--- src/rtl/multi_sum_accum.sv ---
// multi_sum_accum: per-channel accumulators fed by a valid/ready request port.
// Each accepted request produces one registered result on a valid/ready output.
module multi_sum_accum #(
    parameter int WIDTH    = 8,
    parameter int CHANNELS = 2,
    parameter bit SATURATE = 1'b0,
    localparam int CHAN_W  = (CHANNELS > 1) ? $clog2(CHANNELS) : 1
) (
    input  logic              clock,
    input  logic              reset,
    input  logic              in_valid,
    output logic              in_ready,
    input  logic [CHAN_W-1:0] in_chan,
    input  logic [WIDTH-1:0]  in_a,
    input  logic [WIDTH-1:0]  in_b,
    input  logic              in_clear,
    output logic              out_valid,
    input  logic              out_ready,
    output logic [CHAN_W-1:0] out_chan,
    output logic [WIDTH-1:0]  out_sum,
    output logic              out_ovf
);

    localparam logic [CHAN_W:0]  NUM_CH   = (CHAN_W + 1)'(CHANNELS);
    localparam logic [WIDTH+1:0] MAX_FULL = {2'b00, {WIDTH{1'b1}}};

    logic [WIDTH-1:0] acc [CHANNELS];

    logic             accept;
    logic             legal;
    logic             load;
    logic [WIDTH-1:0] cur;
    logic [WIDTH+1:0] full;
    logic [WIDTH-1:0] nxt;
    logic             ovf;

    // The result slot frees up when empty or being drained this cycle.
    assign in_ready = !reset && (!out_valid || out_ready);
    assign accept   = in_valid && in_ready;
    assign legal    = {1'b0, in_chan} < NUM_CH;
    assign load     = accept && legal;

    // Select the addressed accumulator; out-of-range indices read as zero.
    always_comb begin
        cur = '0;
        for (int c = 0; c < CHANNELS; c++) begin
            if (in_chan == CHAN_W'(c)) begin
                cur = acc[c];
            end
        end
    end

    // Two guard bits hold the worst case acc + a + b without loss.
    always_comb begin
        full = {2'b00, cur} + {2'b00, in_a} + {2'b00, in_b};
        ovf  = full > MAX_FULL;
        nxt  = full[WIDTH-1:0];
        if (in_clear) begin
            nxt = '0;
            ovf = 1'b0;
        end else if (SATURATE && ovf) begin
            nxt = '1;
        end
    end

    // Accumulator bank and registered result slot.
    always_ff @(posedge clock) begin
        if (reset) begin
            for (int c = 0; c < CHANNELS; c++) begin
                acc[c] <= '0;
            end
            out_valid <= 1'b0;
            out_chan  <= '0;
            out_sum   <= '0;
            out_ovf   <= 1'b0;
        end else begin
            for (int c = 0; c < CHANNELS; c++) begin
                if (load && in_chan == CHAN_W'(c)) begin
                    acc[c] <= nxt;
                end
            end
            if (load) begin
                out_valid <= 1'b1;
                out_chan  <= in_chan;
                out_sum   <= nxt;
                out_ovf   <= ovf;
            end else if (out_ready) begin
                out_valid <= 1'b0;
            end
        end
    end

endmodule

--- config.mk ---
export PLATFORM = sky130hd
export DESIGN_NAME = multi_sum_accum
export DESIGN_NICKNAME = d
export VERILOG_FILES = /design/src/rtl/multi_sum_accum.sv
export SDC_FILE = /design/constraint.sdc
export NUM_CORES = 1
export LEC_CHECK = 0
export ABC_AREA = 1
export BUFFER_PORTS_ARGS = -buffer_cell sky130_fd_sc_hd__buf_2
export CORE_ASPECT_RATIO = 0.75
export CORE_MARGIN = 2
export CORE_UTILIZATION = 48
export DETAILED_ROUTE_END_ITERATION = 10
export PLACE_DENSITY = 0.8
export RECOVER_POWER = 50
export SETUP_SLACK_MARGIN = 0.2
export SYNTH_ARGS = -nofsm -noshare
export SYNTH_HDL_FRONTEND = slang
export SYNTH_SLANG_ARGS = --single-unit
--- constraint.sdc ---
create_clock -name clock -period 2.57 [get_ports clock]
set_input_delay 0.514 -clock clock [delete_from_list [all_inputs] [get_ports clock]]
set_output_delay 0.514 -clock clock [all_outputs]
set_load 0.05 [all_outputs]
* Yosys cells after proc, flatten, opt, wreduce, memory -nomap -nowiden *
Memory sizes are Yosys's and may differ from the RTL's.
Index checks and enable logic that the tools add are counted.

word-level totals
  register bits after elaboration = 11
  bits in writable memories = 16
  input port bits = 22
  output and inout port bits = 12
  logic and storage cells = 34
  memories = 1

memories
  memory  depth  bits a word  rd ports  clocked after memory_dff  wr ports  RTL line  RTL
  acc     2      8            2         0                         2         27        logic [WIDTH-1:0] acc [CHANNELS];

cells by class
  add/subtract/negate cells = 2
  magnitude comparators = 1
  mux-type cells = 15
  bitwise operators = 3
  reductions and logical operators = 8

operator list
  operator               count
  $mux W8                4
  $mux W1                11
  $add A9 B8 Y10         1
  $gt A10 B8 Y1 const B  1
  $add A8 B8 Y9          1
  $logic_and A1 B1 Y1    4
  $logic_not A1 Y1       2
  $or A1 B1 Y1           2
  $reduce_bool A2 Y1     1
  $logic_or A1 B1 Y1     1
  $not A1 Y1             1

* Depth between registers and ports, before layout *
Gate-level depths: netlist (run 1).

  depth in word-level cells = 9
  gate-level depth with buffers = 14
  mapped depth without buffers = 13

* Worst setup path before layout (run 1) *
OpenSTA, ideal clock, no wires.

  path type = input to register
  from = input port in_chan
  to = memory acc[1][7] (netlist: acc[0][15]), data pin
  library setup time = 252 ps
  arrival time = 2501 ps
  data required time = 2318 ps
  path slack = -184 ps
  stages = 13
  buffers on the path = 1
  path through = buf_2 clkinv_1 nand2_1 nand2_1 fa_1 ha_1 fa_1 nand3_1 nand2_1 nand2_1 nand3_1 nand3_2 inv_1

RTL lines
  what         RTL line  RTL
  from (decl)  13        input logic [CHAN_W-1:0] in_chan,
  to (decl)    27

==> qor.txt, run 1 <==
GRT overflow - 0
ratio of cells with drive above 1 in the final layout - 25.96%
first-pass GRT wire length - 5.092 mm
slew of the pin with the lowest slew margin - 0.6012 ns
slowest CP cell - fa_1
number of vias per cell - 4.894
cts bufs inserted - 3
Setup crit end kind - register
Synth Register Bits - 27
clock-pin slew on the worst setup and hold paths - 0.08 ns
# rows - 17
CP Data Required Time - 2.60 ns
Setup violations, final - 0
DRT iter0 DRCs - 75
via count - 1204
H-tree depth - 1
CTS tree - done
post-synthesis cell area - 0.001553 mm^2
Final Max Slew Viols - 0
peak supply drop - 0.0004720 V
TNS Setup - 0 ns
Worst Setup Start Kind - input port
crit-path cells - buf_6, clkinv_8, nand2_2, nand2_2, fa_1, ha_4, fa_2, nand3_2, nand2_4, xor2_1, nand2_1, inv_1
Synth Instances - 163
Avg WL per Cell - 12.81 um
fin worst setup slack - 0.2800 ns
post-synthesis area per instance - 9.526 um^2
fin crit share - 89.11%
Post-Syn Nets - 201
final core occ - 64.33%
clk root buf - clkbuf_8
largest net degree at the start of global routing - 15
Leak Pwr - 0.9014 nW
IO Count - 34
Initial Util - 51.41%
Chip Height - 53.26 um
final instance area - 0.001943 mm^2
vias in the first global route - 1120
final net count - 247
final WL - 3.151 mm
status - complete, no violations
post-DP HPWL - 2.477 mm
Reg2Reg Launch Point - acc[0][9]$_DFFE_PP_
antenna violations before repair - 0
GP Congestion - 0.7853
unrepaired setup endpoints after global routing - yes
Setup CP Type - input port to register
most common cell after layout, fill and taps aside - nand2_1
area delta synth->final - 25.14%
post-placement setup slack - -0.1113 ns
Port-buffer cells - 33
max-slew headroom at the worst pin - 59.92%
hold path startpoint - out_chan$_SDFFE_PP0P_
core box area - 0.003020 mm^2
Worst Setup SP - in_chan
clk_skew - 0.005103 ns
PwrDens - 616.0 mW/mm^2
clk sinks - 27
Synthesis Warnings - 0
All-Layer GR Usage - 18.25%
Inserted Diodes - 0
crit-path max FO - 9
Hold Vio Cnt, Final - 0
Die W - 69.68 um
min Tclk post-route - 2.290 ns
most frequent cells in the layout - nand2_1, buf_2, inv_1, edfxtp_1, clkbuf_1
Clock Tree Buf Depth - 2
final routed DRC violation total - 0
Max Cap Violations - 0
Area after DPL - 0.001853 mm^2
f_max - 0.4367 GHz
Cell variety after synth - 24
Largest stage delay, worst path - 0.50 ns
Crit path arrival time - 2.32 ns
Post-DRT Antenna Nets - 0
Hold WC Path Type - register to register
worst skew pair latency - 0.26 ns
die area - 0.003711 mm^2
register area share after synthesis - 45.12%
drt first pass iters - 4
CP dominant cell by count - nand2_2
metrics by stage:
step	hold slack, ns	std cells	power [W]
6_report	0.4542	246	0.001197
5_1_grt	0.4887	246	0.001276
3_3_place_gp	0.4387	241	0.0009230
2_1_floorplan	0.6314	163	0.0008126
3_5_place_dp	0.4294	241	0.0009357
4_1_cts	0.4484	245	0.001160
cell type report:
cell class | count | area [um^2]
multi-input cells | 115 | 842.1
inverters | 18 | 80.08
flip-flops and latches | 27 | 700.7
repair buffers | 44 | 227.7
fillers | 252 | 1077
clock buffers | 4 | 45.04
well taps | 38 | 47.55
where the power goes:
group          total [W]  switching (W)  internal [W]
Sequential      0.000506      0.0000119      0.000494
Clock           0.000229       0.000118      0.000111
Combinational   0.000463       0.000267      0.000195
Total            0.00120       0.000397      0.000800
synth_stat cells:
master	instances	area, um^2
o21bai_1	1	7.510
clkinv_1	1	3.750
or2_0	1	6.260
nand2_4	1	11.26
nand3b_1	1	7.510
a21oi_1	13	65.06
inv_1	17	63.81
nand3_2	3	30.03
buf_2	1	5.000
a21oi_2	2	17.52
a21oi_4	1	16.27
or2_2	1	6.260
ha_1	7	87.58
dfxtp_1	11	220.2
nand3_1	7	35.03
nor2_8	1	20.02
fa_1	9	180.2
o21ai_0	2	10.01
nor2_1	3	11.26
buf_6	2	22.52
nand4_1	1	6.260
edfxtp_1	16	480.5
xor2_1	2	17.52
nand2_1	59	221.5
metal layers:
metal | up-vias | share of wire (%) | GRT usage (%)
li1 | 619 | - | -
met1 | 551 | 46 | 23.46
met2 | 28 | 47 | 31.09
met3 | 6 | 5.1 | 5.143
met4 | 0 | 1.6 | 4.487
met5 | - | 0 | 0
flip-flops by register name, indices dropped and copies added (netlist names):
| name | flops |
|---|---|
| out_sum | 8 |
| out_valid | 1 |
| out_chan | 1 |
| out_ovf | 1 |
| acc | 16 |
worst paths after layout:
check | end | slack (ns) | cells past startpoint
setup / recovery | acc[0][13]$_DFFE_PP_ | 0.28 | 12
hold reg to reg | out_chan$_SDFFE_PP0P_ | 0.45 | 2
hold / removal | out_chan$_SDFFE_PP0P_ | 0.45 | 2
setup reg to reg | acc[0][13]$_DFFE_PP_ | 0.31 | 10
critical path: cells and delay by family:
kind	cells	cell delay [ns]
XOR/XNOR	1	0.15
AND/OR/NAND/NOR	5	0.33
buffers and inverters	3	0.24
adder cells (fa/ha/maj)	3	1.05
kinds of logic after synthesis:
group,Yosys count,synth area share (%)
and+or+nand+nor,78,22.89
DFF,27,45.12
buffers and inverters,21,6.123
AOI/OAI and AO/OA,19,7.494
adders and majority gates,16,17.24
xor gates and xnor gates,2,1.128
repair_timing:
item                       4_1_cts  5_1_grt
hold endpoints to repair         0        0
setup endpoints to repair        5        7
hold buffers                     0        0
pin swaps                        0       13
resized for setup                1       13
setup buffers                    0        1
(Power assumes the default switching activity.)
==> inputs of run 2 (changes only) <==
- CTS_BUF_LIST: unset -> sky130_fd_sc_hd__clkbuf_16
- CTS_CLUSTER_SIZE: unset -> 28
- SLEW_MARGIN: unset -> 25
==> run 2 against run 1 <==
Against the previous run: final cell count down 0.41%; largest cell class unchanged; sequential power is essentially flat; clock-buffer cell count is 1 lower; sequential share of layout area barely moved; clock skew decreased by 0.0017 ns.
==> qor.txt, run 2 (synthesized netlist as in run 1, its figures left out) <==
unrepaired setup endpoints after global routing - no
clk root buf - clkbuf_16
cts bufs inserted - 3
CTS tree - done
Initial Util - 51.41%
fin crit share - 88.95%
number of vias per cell - 4.853
post-placement setup slack - -0.1113 ns
most common cell after layout, fill and taps aside - nand2_1
H-tree depth - 1
IO Count - 34
Largest regs - acc x16, out_sum x8
Setup Fix Bufs, Post-CTS - 0
fillcell total - 251
family with the most delay on the worst path - adder cells
core box area - 0.003020 mm^2
Leak Pwr - 0.9103 nW
status - complete, no violations
Hold WC Path Type - register to register
clk sinks - 27
Die W - 69.68 um
crit-path cells - buf_8, clkinv_8, nand2_2, nand2_2, fa_1, ha_4, fa_2, nand3_2, nand2_4, nand2_2, nand3_1, nand3_2, inv_1
Largest stage delay, worst path - 0.50 ns
clock-pin slew on the worst setup and hold paths - 0.06 ns
most frequent cells in the layout - nand2_1, buf_2, inv_1, edfxtp_1, clkbuf_1
Clk pwr share - 26.2%
combinational fraction of design power - 34.8%
max reg flops - 16
vias in the first global route - 1067
max-slew headroom at the worst pin - 59.92%
Hold Slack - 0.4516 ns
Post-CTS Hold Buffers - 0
clk_skew - 0.003384 ns
Inserted Diodes - 0
internal power - 0.0008875 W
fin worst setup slack - 0.2840 ns
# rows - 17
Crit path arrival time - 2.30 ns
Post-DRT Antenna Nets - 0
slowest CP cell - fa_1
ratio of cells with drive above 1 in the final layout - 24.15%
area delta synth->final - 25.30%
final routed DRC violation total - 0
Worst Setup Start Kind - input port
Sw Pwr - 0.0004077 W
All-Layer GR Usage - 18.26%
first-pass GRT wire length - 5.057 mm
GRT overflow - 0
f_max - 0.4375 GHz
Worst Path Buf+Inv - 3
Setup crit end kind - register
min Tclk post-route - 2.286 ns
Seq pwr share - 39.0%
Biggest register - acc
PwrDens - 665.7 mW/mm^2
Setup CP Type - input port to register
final net count - 246
CP Data Required Time - 2.59 ns
slew of the pin with the lowest slew margin - 0.6038 ns
worst skew pair latency - 0.26 ns
Clock Tree Buf Depth - 2
final WL - 3.172 mm
Port-buffer cells - 33
Avg WL per Cell - 12.95 um
final core occ - 64.42%
Max Cap Violations - 0
antenna violations before repair - 0
post-DP HPWL - 2.477 mm
Chip Height - 53.26 um
CP dominant cell by count - nand2_2
DRT iter0 DRCs - 48
die area - 0.003711 mm^2
switching part of the total - 31.48%
Hold Vio Cnt, Final - 0
largest net degree at the start of global routing - 15
Final Max Slew Viols - 0
crit-path max FO - 9
peak supply drop - 0.0006828 V
drt first pass iters - 4
Setup violations, final - 0
GP Congestion - 0.7853
via count - 1189
run 2: cell types whose count changed in the layout (fill, tap and decap cells not counted), sizes merged:
| cell | previous run | this run |
|---|---|---|
| inv | 17 | 18 |
| clkbuf | 19 | 18 |
| buf | 29 | 28 |
run 2: final cells by class:
| class | instances | area (um^2) | area share, % |
|---|---|---|---|
| well taps | 38 | 47.55 | 2.444 |
| multi-input cells | 115 | 814.5 | 41.86 |
| clock inverters | 1 | 3.754 | 0.1929 |
| clock buffers | 3 | 75.07 | 3.859 |
| inverters | 18 | 80.08 | 4.116 |
| flip-flops and latches | 27 | 700.7 | 36.01 |
| repair buffers | 43 | 224.0 | 11.51 |
run 2: final timing paths:
path	start	end	slack, ns	cells past startpoint
worst max-delay path	in_chan	acc[0][15]$_DFFE_PP_	0.28	13
worst min-delay path	out_chan$_SDFFE_PP0P_	out_chan$_SDFFE_PP0P_	0.45	2
worst max register to register	acc[0][1]$_DFFE_PP_	acc[0][15]$_DFFE_PP_	0.33	11
worst min register to register	out_chan$_SDFFE_PP0P_	out_chan$_SDFFE_PP0P_	0.45	2
run 2: stage by stage:
| stage | TNS [ns] | total power (W) | instances | area [um^2] |
|---|---|---|---|---|
| after CTS | 0 | 0.001271 | 245 | 1934 |
| after global placement | -0.2442 | 0.0009230 | 241 | 1853 |
| final | 0 | 0.001295 | 245 | 1946 |
| after floorplan | 0 | 0.0008126 | 163 | 1608 |
| after global routing | 0 | 0.001374 | 245 | 1946 |
| after detailed placement | -0.7706 | 0.0009357 | 241 | 1853 |
run 2: layer usage:
metal | share of wire, % | vias up | track usage, %
met2 | 48 | 21 | 31.09
met3 | 3.8 | 2 | 5.143
met5 | 0 | - | 0
li1 | - | 617 | -
met1 | 48 | 549 | 24.36
met4 | 0.66 | 0 | 2.244
run 2: power groups by stage:
stage          Clock [W]  Sequential, W  Combinational (W)
4_1_cts         0.000341       0.000506           0.000424
3_5_place_dp           0       0.000515           0.000421
5_1_grt         0.000367       0.000509           0.000498
2_1_floorplan          0       0.000551           0.000262
6_report        0.000339       0.000506           0.000450
3_3_place_gp           0       0.000514           0.000409
run 2: what timing repair did:
item,in CTS,in global routing
gates resized for setup,1,9
pin swaps,0,3
setup endpoints to repair,5,9
run 2: worst min-delay path, delay by kind of cell (launching register included):
family	cells	cell delay (ns)
flops	1	0.31
buf+inv	1	0.05
compound gates	1	0.05
==> inputs of run 3 (changes only) <==
- PLACE_DENSITY: 0.8 -> 0.75
==> run 3 against run 2 <==
Against the previous run: combinational power fell by 1%; fmax down 0.18%; setup slack worse by 0.0041 ns; clock power grew 2%; design area is 0.19% lower; clock-buffer cell count unchanged; sequential power about the same; clock skew about the same.
==> qor.txt, run 3 (synthesized netlist as in run 1, its figures left out) <==
first-pass GRT wire length - 5.430 mm
vias in the first global route - 1206
hold-critical path depth - 2
uppermost layer routed - met4
Hold WC Path Type - register to register
Reg2Reg Launch Point - acc[0][9]$_DFFE_PP_
largest net degree at the start of global routing - 16
met3 routed WL - 175 um
Setup crit end kind - register
Pwr Total - 0.001297 W
H-tree depth - 1
cts bufs inserted - 3
clock-pin slew on the worst setup and hold paths - 0.06 ns
max reg flops - 16
met2 WL - 1.599 mm
PwrDens - 667.8 mW/mm^2
Worst Hold Path EP - out_chan$_SDFFE_PP0P_
Reg2Reg Depth - 11
All-Layer GR Usage - 19.22%
max-slew headroom at the worst pin - 59.03%
hold path startpoint - out_chan$_SDFFE_PP0P_
area delta synth->final - 25.06%
Setup CP Type - input port to register
GP Congestion - 0.8337
slew of the pin with the lowest slew margin - 0.6172 ns
Biggest register - acc
crit-path max FO - 7
# rows - 17
CP Data Required Time - 2.70 ns
Hold Vio Cnt, Final - 0
Inserted Diodes - 0
clk sinks - 27
fin crit share - 89.11%
post-DP HPWL - 2.569 mm
reg2reg end - acc[0][15]$_DFFE_PP_
Metal-1 WL - 1.482 mm
ratio of cells with drive above 1 in the final layout - 24.88%
CTS tree - done
antenna violations before repair - 0
die area - 0.003711 mm^2
Chip Height - 53.26 um
Port-buffer cells - 33
Setup violations, final - 0
clk_skew - 0.003582 ns
number of vias per cell - 4.935
final WL - 3.269 mm
final net count - 248
drt first pass iters - 4
status - complete, no violations
core box area - 0.003020 mm^2
IO Count - 34
DRT iter0 DRCs - 78
Largest regs - acc x16, out_sum x8
most common cell after layout, fill and taps aside - nand2_1
Clock Tree Buf Depth - 2
fin cells - 247
Crit path arrival time - 2.42 ns
via count - 1219
Post-DRT Antenna Nets - 0
Avg WL per Cell - 13.23 um
R2R setup slack - 0.34 ns
Initial Util - 51.41%
Worst Setup SP - in_chan
clk root buf - clkbuf_16
unrepaired setup endpoints after global routing - no
final routed DRC violation total - 0
peak supply drop - 0.0004794 V
Post-Place Cells - 243
Leak Pwr - 0.9145 nW
Max Cap Violations - 0
Final Max Slew Viols - 0
GRT overflow - 0
worst skew pair latency - 0.26 ns
Die W - 69.68 um
min Tclk post-route - 2.290 ns
Worst Setup Start Kind - input port
most frequent cells in the layout - nand2_1, buf_2, inv_1, edfxtp_1, clkbuf_1
f_max - 0.4367 GHz
## run 3: cell types whose count changed in the layout (fill, tap and decap cells not counted), sizes merged
cell    previous run  this run
clkinv             1         2
inv               18        17
buf               28        30
## run 3: how the worst max path moves through the flow
stage                                       to  depth (start not counted)
after floorplan           acc[0][15]$_DFFE_PP_                         13
after CTS                 out_ovf$_SDFFE_PP0P_                         15
after global routing      out_ovf$_SDFFE_PP0P_                         13
final                     out_ovf$_SDFFE_PP0P_                         13
after detailed placement  acc[0][15]$_DFFE_PP_                         12
after global placement    out_ovf$_SDFFE_PP0P_                         15
## run 3: layout make-up
cell class                 count  area, um^2
timing repair buffer          45       235.2
clock inverter                 1       5.005
fill                         261        1079
sequential                    27       700.7
tap                           38       47.55
multi-input combinational    115       798.3
clock buffer                   3       75.07
inverter                      18       80.08
## run 3: routing by layer
metal / vias to the layer above / global-route usage, %
met5: - / 0
met3: 2 / 5.143
met1: 564 / 24.52
li1: 621 / -
met2: 32 / 34.13
met4: 0 / 2.885
## run 3: power breakdown
| part | internal [W] | switching, W | total (W) |
|---|---|---|---|
| Clock | 0.000210 | 0.000136 | 0.000346 |
| Sequential | 0.000494 | 0.0000115 | 0.000506 |
| Combinational | 0.000184 | 0.000261 | 0.000445 |
## run 3: stage by stage
| stage | utilization [%] | setup TNS, ns | instance area (um^2) | hold slack (ns) | setup slack (ns) |
|---|---|---|---|---|---|
| after floorplan | - | 0 | 1608 | 0.6314 | 0.1628 |
| final | 64.29 | 0 | 1942 | 0.4639 | 0.2800 |
| after detailed placement | 61.85 | -0.8462 | 1868 | 0.4449 | -0.1139 |
| after CTS | 64.71 | 0 | 1954 | 0.4630 | 0.2374 |
| after global placement | 61.85 | -0.1800 | 1868 | 0.4314 | -0.05092 |
| after global routing | 64.29 | 0 | 1942 | 0.4799 | 0.1742 |
## run 3: critical path, stage by stage
cell	delay, ns
buf_6	0.12
clkinv_8	0.07
buf_4	0.14
nand2_1	0.06
nand2_1	0.07
fa_1	0.55
ha_4	0.23
a21oi_1	0.25
o21bai_1	0.12
nand2_1	0.08
nand3_1	0.06
nand2_1	0.09
a21oi_2	0.05
## run 3: what timing repair did
action	CTS	global route
gates resized for setup	2	5
setup endpoints to repair	5	8
pin swaps	0	1
hold buffers	0	0
setup buffers	0	0
gates cloned	0	0
